--- src/rtl/ws2812b_serializer.sv ---
// WS2812B single-wire NRZ serializer: shifts one 24-bit GRB word out MSB first,
// optionally followed by a low latch period, behind a valid/ready handshake.
module ws2812b_serializer #(
    parameter int unsigned T0H_CYCLES   = 26,
    parameter int unsigned T1H_CYCLES   = 51,
    parameter int unsigned BIT_CYCLES   = 80,
    parameter int unsigned LATCH_CYCLES = 5120
) (
    input  logic        clk,
    input  logic        reset,
    input  logic [23:0] data_in,
    input  logic        valid,
    input  logic        latch,
    output logic        ready,
    output logic        led
);

    localparam int unsigned CNT_MAX = (BIT_CYCLES > LATCH_CYCLES) ? BIT_CYCLES : LATCH_CYCLES;
    localparam int unsigned CW      = (CNT_MAX > 1) ? $clog2(CNT_MAX) : 1;

    localparam logic [CW-1:0] BIT_LAST   = CW'(BIT_CYCLES - 1);
    localparam logic [CW-1:0] LATCH_LAST = CW'(LATCH_CYCLES - 1);
    localparam logic [CW-1:0] T0H        = CW'(T0H_CYCLES);
    localparam logic [CW-1:0] T1H        = CW'(T1H_CYCLES);

    if (!(T0H_CYCLES > 0 && T0H_CYCLES < T1H_CYCLES &&
          T1H_CYCLES < BIT_CYCLES && LATCH_CYCLES >= 1)) begin : g_param_check
        $error("ws2812b_serializer: illegal timing parameters");
    end

    typedef enum logic [1:0] {
        S_IDLE,
        S_BIT,
        S_LATCH
    } state_e;

    state_e        state_q, state_d;
    logic [23:0]   shift_q, shift_d;
    logic [4:0]    bit_cnt_q, bit_cnt_d;
    logic [CW-1:0] cyc_q, cyc_d;
    logic          latch_q, latch_d;
    logic          led_q, led_d;

    always_ff @(posedge clk or posedge reset) begin
        if (reset) begin
            state_q   <= S_IDLE;
            shift_q   <= '0;
            bit_cnt_q <= '0;
            cyc_q     <= '0;
            latch_q   <= 1'b0;
            led_q     <= 1'b0;
        end else begin
            state_q   <= state_d;
            shift_q   <= shift_d;
            bit_cnt_q <= bit_cnt_d;
            cyc_q     <= cyc_d;
            latch_q   <= latch_d;
            led_q     <= led_d;
        end
    end

    always_comb begin
        state_d   = state_q;
        shift_d   = shift_q;
        bit_cnt_d = bit_cnt_q;
        cyc_d     = cyc_q;
        latch_d   = latch_q;

        case (state_q)
            S_IDLE: begin
                if (valid) begin
                    shift_d   = data_in;
                    latch_d   = latch;
                    bit_cnt_d = 5'd23;
                    cyc_d     = '0;
                    state_d   = S_BIT;
                end
            end
            S_BIT: begin
                if (cyc_q == BIT_LAST) begin
                    cyc_d   = '0;
                    shift_d = {shift_q[22:0], 1'b0};
                    if (bit_cnt_q == 5'd0) begin
                        state_d = latch_q ? S_LATCH : S_IDLE;
                    end else begin
                        bit_cnt_d = bit_cnt_q - 5'd1;
                    end
                end else begin
                    cyc_d = cyc_q + CW'(1);
                end
            end
            S_LATCH: begin
                if (cyc_q == LATCH_LAST) begin
                    cyc_d   = '0;
                    state_d = S_IDLE;
                end else begin
                    cyc_d = cyc_q + CW'(1);
                end
            end
            default: state_d = S_IDLE;
        endcase

        // led is registered from the next-cycle position so it matches the
        // bit/count the FSM occupies during that cycle, with no glitches.
        led_d = (state_d == S_BIT) && (cyc_d < (shift_d[23] ? T1H : T0H));
    end

    assign ready = (state_q == S_IDLE);
    assign led   = led_q;

endmodule

--- config.mk ---
export PLATFORM = sky130hd
export DESIGN_NAME = ws2812b_serializer
export DESIGN_NICKNAME = d
export VERILOG_FILES = /design/src/rtl/ws2812b_serializer.sv
export SDC_FILE = /design/constraint.sdc
export NUM_CORES = 1
export LEC_CHECK = 0
export ABC_AREA = 1
export BUFFER_PORTS_ARGS = -buffer_cell sky130_fd_sc_hd__buf_2
export CAP_MARGIN = 20
export CORE_MARGIN = 2
export CORE_UTILIZATION = 50
export CTS_CLUSTER_DIAMETER = 120
export DETAILED_ROUTE_END_ITERATION = 6
export PLACE_DENSITY = 0.7
export SYNTH_ARGS = -nofsm -noshare
export SYNTH_HDL_FRONTEND = slang
export SYNTH_SLANG_ARGS = --single-unit
--- constraint.sdc ---
create_clock -name clk -period 3.3 [get_ports clk]
set_input_delay 0.99 -clock clk [delete_from_list [all_inputs] [get_ports clk]]
set_output_delay 0.99 -clock clk [all_outputs]
set_load 0.03 [all_outputs]
==> results.tsv <==
stage	metric	value	unit
sta	setup_ws	1009	ps
finish	fillers	513	
sta	setup_viol_count_final	0	
critical_path	r2r_setup_slack	1020	ps
clocking	cts-hold-fix-buffers	0	
outcome	outcome	finished clean	
clocking	h-tree-depth	2	
sta	fmax	436.5	MHz
critical_path	max_stage_delay	450	ps
sta	fin_crit	2291	ps
clocking	cts_root_buf	clkbuf_8	
placed_design	port_buffers	29	
logic_synthesis	syn-instance-count	352	
flow_run	maxCapViolations	0	
logic_synthesis	ys_seq_area_frac	0.4358	
finish	layout_commonest_cell	nand2_1	
logic_synthesis	synth-seq-cells	46	
floorplanning	die_h	76.68	microns
sta	min_period_over_period	0.6943	
grt	first_global_vias	2274	
grt	grt_usage	0.2197	
placed_design	dp_hpwl	4191	microns
drt	route.detailed.drc	0	
logic_synthesis	netlist_area	2641	sq um
critical_path	endpoint_kind	output pin	
power_and_ir_drop	leakage	0.001481	uW
critical_path	crit_arrival	1300	ps
clocking	cts_buffers	5	
finish	n_antenna_cell	0	
finish	mostFrequentLayoutCells	104 x nand2_1, 46 x dfrtp_1, 43 x nand3_1, 40 x inv_1, 29 x buf_2	
critical_path	crit_family	flip-flops	
critical_path	crit_required	2310	ps
critical_path	cp-start-kind	register	
sta	slew_headroom	0.5734	
critical_path	cp_slowest_cell	dfrtp_1	
sta	fin_skew	7.054	ps
logic_synthesis	synth_edf_count	0	
grt	grt_start_max_net_pins	47	
worst_hold_path	hold_class	reg2reg	
critical_path	crit_type	reg2out	
floorplanning	die_area	5880	sq um
sta	slew_viol_final	0	
drt	drt-initial-drc-count	208	
sta	rsz0062_at_grt	false	
sta	timing_hold_violations_final	0	
sta	fin_tns_setup	0	ps
drt	antenna_left	0	
clocking	cts_resized	0	
finish	area_delta_synth_final	12.46	%
placed_design	place_ws	779.2	ps
logic_synthesis	async_reset_ff_frac	1.000	
clocking	clock_sinks	46	
floorplanning	die_w	76.68	microns
logic_synthesis	syn-num-nets	385	
power_and_ir_drop	powerDensity	679.5	nW/um^2
drt	drt-pass1-iter-count	4	
floorplanning	rows	26	
sta	worstMarginPinSlew	639.2	ps
grt	grt_remaining_overflow	0	
finish	drive_gt1_frac	0.1567	
logic_synthesis	yosysWarningCount	0	
power_and_ir_drop	ir_drop	323.8	uV
logic_synthesis	syn_area_per_cell	7.504	sq um
placed_design	place.gp.congestion	0.9032	
floorplanning	core_area	5107	sq um
clocking	cts_setup_buffers	0	
critical_path	cp_num_buf_inv	1	
logic_synthesis	synth_ff_type	dfrtp_1	
critical_path	cp_max_fo	6	
finish	layout.nets	415	
grt	grt_pass1_wl	10540	microns
grt	grt_antenna_before_repair	0	
drt	vias	2387	
logic_synthesis	yosysUniqueCellTypes	27	
finish	multi_input_area	1281	sq um
drt	via_per_inst	5.269	
critical_path	crit_chain	nor2_1 > buf_2	
clocking	cts_tree	done	
drt	avgRoutedWirePerCell	13.21	microns
finish	seqCellArea	1151	sq um
clocking	clk_pin_slew	90	ps
floorplanning	pin_count	30	
floorplanning	initial_core_util	0.5171	
clocking	clock_latency	300	ps
drt	drt_wl_total	5984	microns
clocking	clk_path_buf_depth	2	
cells in the mapped netlist, types with 2 or more instances:
cell type  number  area share
a21oi_1         2      0.0038
buf_2           2      0.0038
clkbuf_1        8       0.011
dfrtp_1        46        0.44
ha_1            5       0.024
inv_1          41       0.058
inv_2           2      0.0028
nand2_1       104        0.15
nand2_2         4      0.0095
nand2_4         3       0.013
nand3_1        43       0.081
nand4_1        28       0.066
nor2_1         23       0.033
nor2_2          4      0.0095
nor2_4          3       0.013
nor3_1          3      0.0057
o211ai_1        4       0.011
o21ai_0        16       0.030
o31ai_1         2      0.0057
xor2_1          2      0.0066
registers in the layout, summed over array words and instances (netlist names):
register,count
bit_cnt_q,5
cyc_q,13
latch_q,1
led,1
shift_q,24
state_q,2
tightest hold or removal path, delay by kind of cell, from the launching register on:
kind,cells,cell delay [ps]
flops,1,350
simple gates,2,110
worst paths after layout:
kind                            start          to  depth (start not counted)
min reg2reg                shift_q[8]  shift_q[8]                          2
max in group asynchronous       reset    cyc_q[1]                          3
min in group asynchronous       reset         led                          3
min                        shift_q[8]  shift_q[8]                          2
max reg2reg                  cyc_q[1]         led                         14
max                        state_q[1]       ready                          2
through the flow:
step	total power, uW	utilization	area [sq um]	std cells	hold slack, ps
3_5_place_dp	1606	0.5608	2864	445	470.3
5_1_grt	2181	0.5816	2970	453	506.0
4_1_cts	2028	0.5816	2970	453	491.1
2_1_floorplan	1421	-	2641	352	452.5
6_report	2019	0.5816	2970	453	487.1
3_3_place_gp	1581	0.5608	2864	445	465.0
layer usage:
layer | up-vias | part of all wire | GRT usage | wire length, microns
li1 | 1216 | - | - | -
met1 | 1113 | 0.47 | 0.3063 | 2805
met2 | 53 | 0.48 | 0.3553 | 2866
met3 | 5 | 0.041 | 0.02941 | 246
met4 | 0 | 0.011 | 0.07091 | 66
met5 | - | 0 | 0 | 0
where the power goes:
group	internal, uW	total (uW)	switching, uW
Clock	227	422	195
Combinational	245	668	423
Sequential	771	928	157
cells by family (layout without fill, tap and decap cells):
family / count (synthesis) / after routing / synth area share
adders and majority gates: 5 / 5 / 0.02369
DFF: 46 / 46 / 0.4358
xor gates and xnor gates: 2 / 2 / 0.006633
buffers and inverters: 54 / 85 / 0.07911
AOI/OAI and AO/OA: 27 / 27 / 0.05969
and+or+nand+nor: 218 / 218 / 0.3951
final cells by class:
| class | instances | share of cell area |
|---|---|---|
| flip-flops and latches | 46 | 0.3875 |
| well taps | 70 | 0.02949 |
| inverters | 43 | 0.05434 |
| multi-input cells | 252 | 0.4313 |
| repair buffers | 34 | 0.06150 |
| clock inverters | 1 | 0.01011 |
| clock buffers | 7 | 0.02570 |
Note: power is estimated with default switching activity, not from simulation.
